==> src/rtl/pipe_ctrl_pkg.sv <==
`default_nettype none
// ============================================================================
// Module   : pipe_ctrl_pkg
// Brief    : Shared types and stage-control constants for the pipeline sequencer.
// Revision : 1.0
// ============================================================================
package pipe_ctrl_pkg;

    typedef enum logic [2:0] {
        RUN      = 3'd0,
        DWAIT    = 3'd1,
        IWAIT    = 3'd2,
        REDIRECT = 3'd3,
        DRAIN    = 3'd4,
        HALTED_S = 3'd5
    } state_e;

    typedef struct packed {
        logic pc_en;
        logic fe_de_en;
        logic de_ex_en;
        logic ex_mem_en;
        logic mem_wb_en;
        logic fe_de_flush;
        logic de_ex_flush;
    } stage_ctrl_t;

    localparam stage_ctrl_t CTRL_RUN       = 7'b11111_00;
    localparam stage_ctrl_t CTRL_FREEZE    = 7'b00000_00;
    localparam stage_ctrl_t CTRL_BUBBLE_DE = 7'b00111_01;
    localparam stage_ctrl_t CTRL_BUBBLE_FE = 7'b01111_10;
    localparam stage_ctrl_t CTRL_BRANCH    = 7'b11111_11;
    // Everything held, but the fetch slot is still overwritten with a NOP.
    localparam stage_ctrl_t CTRL_FREEZE_FE = 7'b00000_10;

    typedef struct packed {
        stage_ctrl_t ctrl;
        state_e      next;
        logic        flush_inc;
        logic        drain_load;
    } run_dec_t;

    // Request arbitration used whenever the sequencer behaves as in RUN.
    function automatic run_dec_t run_decide(
        input logic dmem_busy,
        input logic br_taken,
        input logic load_use,
        input logic halt_req,
        input logic imem_busy,
        input logic drain_short
    );
        run_dec_t d;
        d.ctrl       = CTRL_RUN;
        d.next       = RUN;
        d.flush_inc  = 1'b0;
        d.drain_load = 1'b0;
        if (dmem_busy) begin
            d.ctrl = CTRL_FREEZE;
            d.next = DWAIT;
        end else if (br_taken) begin
            d.ctrl      = CTRL_BRANCH;
            d.flush_inc = 1'b1;
            d.next      = imem_busy ? REDIRECT : RUN;
        end else if (load_use) begin
            d.ctrl = CTRL_BUBBLE_DE;
        end else if (halt_req) begin
            d.ctrl       = CTRL_BUBBLE_FE;
            d.drain_load = 1'b1;
            d.next       = drain_short ? HALTED_S : DRAIN;
        end else if (imem_busy) begin
            d.ctrl = CTRL_BUBBLE_FE;
            d.next = IWAIT;
        end
        return d;
    endfunction

endpackage
`default_nettype wire

==> src/rtl/pipe_stall_ctrl_sat_counter.sv <==
`default_nettype none
// ============================================================================
// Module   : sat_counter
// Brief    : Up-counter with synchronous clear that sticks at all-ones.
// Revision : 1.0
// ============================================================================
module sat_counter #(
    parameter int W = 16
) (
    input  logic         CLK,
    input  logic         RST_N,
    input  logic         INC,
    input  logic         CLR,
    output logic [W-1:0] CNT
);

    logic [W-1:0] r_cnt;

    always_ff @(posedge CLK or negedge RST_N) begin
        if (!RST_N) begin
            r_cnt <= '0;
        end else if (CLR) begin
            r_cnt <= '0;
        end else if (INC && (r_cnt != '1)) begin
            r_cnt <= r_cnt + 1'b1;
        end
    end

    assign CNT = r_cnt;

endmodule
`default_nettype wire

==> src/rtl/pipe_stall_ctrl.sv <==
`default_nettype none
// ============================================================================
// Module   : pipe_stall_ctrl
// Brief    : 5-stage pipeline sequencer merging hazard, redirect, memory-wait
//            and halt requests into per-stage enables and flushes.
// Revision : 1.0
// ============================================================================
module pipe_stall_ctrl
    import pipe_ctrl_pkg::*;
#(
    parameter int WAIT_TIMEOUT = 255,
    parameter int DRAIN_CYCLES = 4,
    parameter int CNT_W        = 32
) (
    input  logic             CLK,
    input  logic             RST_N,
    input  logic             LOAD_USE,
    input  logic             BR_TAKEN,
    input  logic             IMEM_BUSY,
    input  logic             DMEM_BUSY,
    input  logic             HALT_REQ,
    input  logic             RESUME,
    output logic             PC_EN,
    output logic             FE_DE_EN,
    output logic             DE_EX_EN,
    output logic             EX_MEM_EN,
    output logic             MEM_WB_EN,
    output logic             FE_DE_FLUSH,
    output logic             DE_EX_FLUSH,
    output logic             HALTED,
    output logic             BUS_ERR,
    output logic [CNT_W-1:0] STALL_CNT,
    output logic [CNT_W-1:0] FLUSH_CNT
);

    localparam logic [15:0] c_wd_last     = 16'(WAIT_TIMEOUT - 1);
    localparam logic [2:0]  c_drain_init  = 3'(DRAIN_CYCLES - 1);
    localparam logic        c_drain_short = (DRAIN_CYCLES <= 1);

    state_e      r_state;
    state_e      w_next;
    logic [2:0]  r_drain;
    logic        r_halted;
    logic        r_bus_err;
    stage_ctrl_t w_ctrl;
    stage_ctrl_t w_out;
    run_dec_t    w_run;
    logic        w_use_run;
    logic        w_flush_inc;
    logic        w_drain_load;
    logic        w_drain_dec;
    logic        w_in_wait;
    logic        w_wd_trip;
    logic        w_stall_inc;
    logic [15:0] w_wd_cnt;

    assign w_in_wait   = (r_state == DWAIT) || (r_state == IWAIT) || (r_state == REDIRECT);
    assign w_wd_trip   = w_in_wait && (w_wd_cnt == c_wd_last);
    assign w_stall_inc = !w_ctrl.pc_en && (r_state != HALTED_S);

    always_comb begin
        w_run        = run_decide(DMEM_BUSY, BR_TAKEN, LOAD_USE, HALT_REQ, IMEM_BUSY, c_drain_short);
        w_use_run    = 1'b0;
        w_ctrl       = CTRL_FREEZE;
        w_next       = r_state;
        w_flush_inc  = 1'b0;
        w_drain_load = 1'b0;
        w_drain_dec  = 1'b0;
        case (r_state)
            RUN: begin
                w_use_run = 1'b1;
            end
            DWAIT: begin
                w_use_run = !DMEM_BUSY;
            end
            IWAIT: begin
                if (DMEM_BUSY) begin
                    w_next = DWAIT;
                end else if (BR_TAKEN || !IMEM_BUSY) begin
                    w_use_run = 1'b1;
                end else begin
                    w_ctrl = CTRL_BUBBLE_FE;
                end
            end
            REDIRECT: begin
                // Keep discarding the fetch slot until the stale fetch returns.
                w_ctrl = DMEM_BUSY ? CTRL_FREEZE_FE : CTRL_BUBBLE_FE;
                if (!IMEM_BUSY) begin
                    w_next = RUN;
                end
            end
            DRAIN: begin
                if (!DMEM_BUSY) begin
                    w_ctrl             = CTRL_BUBBLE_FE;
                    w_ctrl.de_ex_flush = BR_TAKEN;
                    w_drain_dec        = 1'b1;
                    if (r_drain <= 3'd1) begin
                        w_next = HALTED_S;
                    end
                end
            end
            HALTED_S: begin
                w_ctrl = CTRL_FREEZE_FE;
                if (RESUME && !r_bus_err) begin
                    w_next = RUN;
                end
            end
            default: begin
                w_next = RUN;
            end
        endcase
        if (w_use_run) begin
            w_ctrl       = w_run.ctrl;
            w_next       = w_run.next;
            w_flush_inc  = w_run.flush_inc;
            w_drain_load = w_run.drain_load;
        end
        if (w_wd_trip) begin
            w_next = HALTED_S;
        end
    end

    always_ff @(posedge CLK or negedge RST_N) begin
        if (!RST_N) begin
            r_state   <= RUN;
            r_drain   <= 3'd0;
            r_halted  <= 1'b0;
            r_bus_err <= 1'b0;
        end else begin
            r_state  <= w_next;
            r_halted <= (w_next == HALTED_S);
            if (w_drain_load) begin
                r_drain <= c_drain_init;
            end else if (w_drain_dec) begin
                r_drain <= r_drain - 3'd1;
            end
            if (w_wd_trip) begin
                r_bus_err <= 1'b1;
            end
        end
    end

    sat_counter #(.W(CNT_W)) u_stall_cnt (
        .CLK   (CLK),
        .RST_N (RST_N),
        .INC   (w_stall_inc),
        .CLR   (1'b0),
        .CNT   (STALL_CNT)
    );

    sat_counter #(.W(CNT_W)) u_flush_cnt (
        .CLK   (CLK),
        .RST_N (RST_N),
        .INC   (w_flush_inc),
        .CLR   (1'b0),
        .CNT   (FLUSH_CNT)
    );

    sat_counter #(.W(16)) u_watchdog (
        .CLK   (CLK),
        .RST_N (RST_N),
        .INC   (w_in_wait),
        .CLR   (!w_in_wait),
        .CNT   (w_wd_cnt)
    );

    // Reset forces every stage to hold, independent of the clock.
    assign w_out = RST_N ? w_ctrl : CTRL_FREEZE;
    assign {PC_EN, FE_DE_EN, DE_EX_EN, EX_MEM_EN, MEM_WB_EN, FE_DE_FLUSH, DE_EX_FLUSH} = w_out;
    assign HALTED  = r_halted;
    assign BUS_ERR = r_bus_err;

endmodule
`default_nettype wire

==> config.mk <==
export PLATFORM = sky130hd
export DESIGN_NAME = pipe_stall_ctrl
export DESIGN_NICKNAME = d
export VERILOG_FILES = /design/src/rtl/pipe_ctrl_pkg.sv /design/src/rtl/pipe_stall_ctrl_sat_counter.sv /design/src/rtl/pipe_stall_ctrl.sv
export SDC_FILE = /design/constraint.sdc
export NUM_CORES = 1
export LEC_CHECK = 0
export CAP_MARGIN = 0
export CORE_MARGIN = 3
export CORE_UTILIZATION = 43
export CTS_BUF_LIST = sky130_fd_sc_hd__clkbuf_4
export CTS_CLUSTER_SIZE = 28
export DETAILED_ROUTE_END_ITERATION = 8
export PLACE_DENSITY = 0.7
export REMOVE_ABC_BUFFERS = 1
export SLEW_MARGIN = 0
export SYNTH_ARGS = -nofsm -noshare
export SYNTH_HDL_FRONTEND = slang
export SYNTH_SLANG_ARGS = --single-unit
==> constraint.sdc <==
create_clock -name CLK -period 1.9 [get_ports CLK]
set_input_delay 0.38 -clock CLK [delete_from_list [all_inputs] [get_ports CLK]]
set_output_delay 0.38 -clock CLK [all_outputs]
set_load 0.02 [all_outputs]
* Word-level counts from Yosys, hierarchy flattened
Index checks and enable logic that the tools add are counted.
Word-level totals: word-level logic and storage cells 78, output and inout port bits 73, flip-flop bits (word level) 88
Cells by class: magnitude comparators 1, $add $sub $neg 4, mux-type cells 38, reductions and logical operators 16, equality and inequality tests 12
Operator list (number):
- 32-bit by 1-bit adder with 32-bit output, second input constant | 2
- 32-bit inequality test, second input constant | 2
- 10-bit two-way mux | 4
- 16-bit two-way mux | 2
- 3-bit two-way mux | 10
- 6-bit two-way mux | 4
- 6-bit one-hot mux with 4 select lines | 1
- 7-bit two-way mux | 3
- 16-bit by 1-bit adder with 16-bit output, second input constant | 1
- 16-bit by 8-bit equality test with 1-bit output, second input constant | 1
- 16-bit inequality test, second input constant | 1
- 3-bit one-hot mux with 5 select lines | 1
- 1-bit two-way mux | 10
- 3-bit equality test, second input constant | 3
- 3-bit by 2-bit equality test with 1-bit output, second input constant | 2
- 1-bit logical AND | 6
- 1-bit logical NOT | 4
- 2-bit two-way mux | 2
- 3-bit by 1-bit equality test with 1-bit output, second input constant | 1
- 3-bit by 1-bit <= comparator with 1-bit output, second input constant | 1
- 3-bit logical NOT | 1
- 1-bit logical OR | 3
- 3-bit inequality test, second input constant | 1
- 1-bit one-hot mux with 3 select lines | 1
- other kinds (4) | 4

* Longest topological paths before layout
word-level depth 9, depth in mapped cells 7

* By module
From an unflattened synthesis, not the netlist that was laid out.
Second synthesis, totals: cell total of the unflattened synthesis 588, area, all modules 5355.1 µm²
Modules (own cells, without submodules):
- sat_counter (u_flush_cnt ...) | area an instance 1854.3 µm², cells each 198, sequential area each 800.8 µm², instances 2
- sat_counter (u_watchdog) | area an instance 942.2 µm², cells each 98, sequential area each 400.4 µm², instances 1
- pipe_stall_ctrl | area an instance 704.4 µm², cells each 94, sequential area each 200.2 µm², instances 1

* Least setup slack after synthesis
No wires, ideal clock.
path kind register -> register, start point register u_stall_cnt.r_cnt[0], in the netlist u_stall_cnt.CNT[0], end point register u_stall_cnt.r_cnt[11], in the netlist u_stall_cnt.CNT[11], library setup time 0.134 ns, setup slack -0.340 ns, arrival 2.107 ns, cell stages (with the launch flop) 7, cell sequence dfrtp_1 -> ha_1 -> nand3_2 -> or4_4 -> o31a_1 -> and3_1 -> xor2_1
On the way: longest elaborated chain between the ends 2, elaborated cells on any way between the ends 3
RTL lines:
- start, declared | line pipe_stall_ctrl_sat_counter.sv:17 | logic [W-1:0] r_cnt;
- start signal, assigned | line pipe_stall_ctrl_sat_counter.sv:25 | r_cnt <= r_cnt + 1'b1;
- parallel branches: the longest is 2 deep, another holds 32-bit by 1-bit adder with 32-bit output
Parallel ways; which one is timed is not known. A chain may end at the register's enable or synchronous reset.

* Worst setup path after layout
start point register u_stall_cnt.r_cnt[0], in the netlist u_stall_cnt.CNT[0], end point register u_stall_cnt.r_cnt[5], in the netlist u_stall_cnt.CNT[5]
The elaborated chain is that of the path after synthesis.

==> results.py <==
metrics = {
    "status": {
        "outcome": "finished with violations",
        "violations": "negative setup slack",
    },
    "layout": {
        "postLayoutCoreUtil": 0.699,
        "layout_common_cells": "137 x buf_4, 88 x dfrtp_1, 57 x dlygate4sd2_1",
        "antenna_cells": 0,
        "post_layout_nonfiller_instances": 840,
        "syn2layout_area_growth_pct": 57.2,
        "multi_input_comb_area_mm2": 0.00279,
        "layout_commonest_cell": "buf_4",
        "nNetsFinal": 714,
        "seqCellArea_mm2": 0.00220,
        "drive_gt1_frac": 0.364,
        "nFillCells": 766,
    },
    "clocking": {
        "cts_made_buffers": 9,
        "root_buffer": "clkbuf_4",
        "clockBufferDepth": 2,
        "cts_tree": "built",
        "cts_sinks": 88,
        "htree_levels": 3,
        "clk_pin_slew_ns": 0.14,
        "insertion_delay_ns": 0.42,
    },
    "synth": {
        "async_flop_share": 1.00,
        "synth_top_area_share": 0.475,
        "synth_edf_count": 0,
        "yosys.area_share.simple": 0.271,
        "synth_compound_area_frac": 0.0678,
        "synth.largest_area_cell": "dfrtp_1",
        "syn_area_mm2": 0.00463,
        "synth_mux_area_frac": 0.0138,
        "synth_area_leaders": "dfrtp_1 48%, xnor2_1 6.6%, xor2_1 6.6%",
        "synth_xor_area_frac": 0.132,
        "synth_ff_type": "dfrtp_1",
        "yosys_warnings": 0,
        "ys_seq_area_frac": 0.475,
        "synth_top_family_by_area": "simple AND/OR/NAND/NOR gates",
        "synthCells": 471,
        "synth_cell_type_count": 52,
        "synth_seq_cells": 88,
        "synthAdderAreaFrac": 0.0135,
        "syn_avg_cell_area_um2": 9.83,
    },
    "timing": {
        "hold_violations": 0,
        "maxSlewViolCount": 0,
        "hold-worst-slack_ns": 0.0372,
        "setup_viol": 32,
        "setup_ws_ns": -0.249,
        "slew_headroom": 0.623,
        "max_freq_ghz": 0.465,
        "finalClockSkew_ns": 0.0211,
        "worst_slew_pin_slew_ns": 0.566,
        "min_period_ns": 2.15,
        "rsz0062_at_grt": "true",
        "post-route-period-util": 1.13,
    },
    "pwr": {
        "vdd_drop_max_uv": 575,
        "p_leak_nw": 3.68,
        "p_per_area_mw_per_mm2": 802,
    },
    "route": {
        "routed_wl_mm": 14.2,
        "route.detailed.drc": 0,
        "antenna_left": 0,
        "avgRoutedWirePerCell_um": 16.9,
        "viasPerCell": 5.40,
        "drt_iter0_markers": 222,
        "dr.pass1.iters": 5,
        "vias": 4537,
    },
    "global_routing": {
        "gr-usage-all-layers": 0.223,
        "grt_antenna_before_repair": 0,
        "grt_pass1_wl_mm": 21.1,
        "grt_pass1_vias": 4514,
        "grt_max_degree": 46,
        "grt-ovfl-total": 0,
    },
    "placed_design": {
        "place.gp.congestion": 0.864,
        "dp.cells": 799,
        "place_hpwl_mm": 9.26,
        "portBuffers": 80,
    },
    "floorplanning": {
        "die_w_um": 110,
        "dieArea_mm2": 0.0121,
        "num_rows": 37,
        "core_mm2": 0.0104,
        "io-pin-count": 81,
        "fp.dieH_um": 110,
        "start_util": 0.445,
    },
    "hold_path": {
        "hold_class": "in2async",
    },
    "worst_setup_path": {
        "cp.arrival_ns": 2.45,
        "path_max_fanout": 8,
        "worst-setup-path-type": "reg2reg",
        "timing.critical_path.required_ns": 2.21,
        "critPathLaunchType": "flip-flop",
        "end_kind": "flip-flop",
    },
    "flow_run": {
        "drv_cap": 0,
    },
}
cells in the mapped netlist, types with 3 or more instances:
master and n:
a21oi_1 7, and2_1 4, and3_1 8, and4_1 5, buf_4 3, clkbuf_1 9, dfrtp_1 88, ha_1 5
inv_1 16, mux2_2 3, mux2i_1 3, nand2_1 37, nand2b_1 4, nand3_1 36, nand4_1 33, nor2_1 40
nor2b_1 3, nor3_1 24, nor4_1 15, o21ai_0 10, o21bai_1 3, or2_2 3, or3_1 6, xnor2_1 35
xor2_1 35
flip-flops by register name, indices dropped and copies added (netlist names):
name             flops
u_flush_cnt.CNT     32
u_stall_cnt.CNT     32
r_state              3
u_watchdog.CNT      16
r_drain              3
HALTED               1
BUS_ERR              1
report_power, final:
part           internal (W)  leakage [nW]  switching [W]
registers           0.00210          1.15       0.000206
logic               0.00129          2.48        0.00134
clock network      0.000286        0.0588       0.000622
per-layer routing:
metal  up-vias  share of wire  GRT usage
met1      2218           0.40      0.282
met3        33          0.050     0.0429
met2       146           0.52      0.381
met5         -              0          0
li1       2140              -          -
met4         0          0.024     0.0784
layout make-up:
class,count,area share
Clock buffer,11,0.0113
Timing Repair Buffer,232,0.269
Tap cell,136,0.0234
Inverter,16,0.00825
Clock inverter,3,0.00292
Sequential cell,88,0.302
Multi-Input combinational cell,354,0.382
critical path: stages (launching register included):
cell	delay [ns]
dfrtp_1	0.43
ha_4	0.17
nand3_4	0.08
or4_4	0.53
buf_6	0.14
o31ai_4	0.21
buf_12	0.18
buf_6	0.11
nor3_2	0.04
xor2_1	0.15
kinds of logic (layout without fill, tap and decap cells):
logic type | count (synthesis) | in the layout
AO/OA/AOI/OAI | 40 | 40
XOR/XNOR | 70 | 70
adder cells (fa/ha/maj) | 5 | 5
buffers and inverters | 29 | 262
flip-flops | 88 | 88
multiplexers | 6 | 6
AND/OR/NAND/NOR | 233 | 233
metrics by stage:
step | area (um2) | TNS (ns) | total power, W | setup slack [ns]
floorplan | 4570 | -7.62 | 0.00332 | -0.519
global placement | 6480 | -32.85 | 0.00448 | -0.714
detailed placement | 6480 | -35.72 | 0.00454 | -0.777
CTS | 6790 | -3.30 | 0.00560 | -0.252
global route | 7280 | -7.14 | 0.00618 | -0.325
finish | 7280 | -4.25 | 0.00584 | -0.249
path summary, 6_finish.rpt:
check / startpoint / endpoint / slack [ns] / depth (start not counted)
min in group CLK: BUS_ERR / BUS_ERR / 0.51 / 1
max reg2reg: u_stall_cnt.CNT[0] / u_stall_cnt.CNT[5] / -0.25 / 9
max in group asynchronous: RST_N / BUS_ERR / 1.18 / 3
min reg2reg: BUS_ERR / BUS_ERR / 0.51 / 1
min: RST_N / u_stall_cnt.CNT[21] / 0.04 / 2
max: u_stall_cnt.CNT[0] / u_stall_cnt.CNT[5] / -0.25 / 9
timing repair:
action	in CTS	in global routing
hold buffers	1	0
setup endpoints to repair	124	76
gates resized for setup	134	87
buffers inserted	16	12
endpoints found under the hold margin	11	0
pin swaps	25	25
gates cloned	0	1
Power figures use the tool's default switching activity.
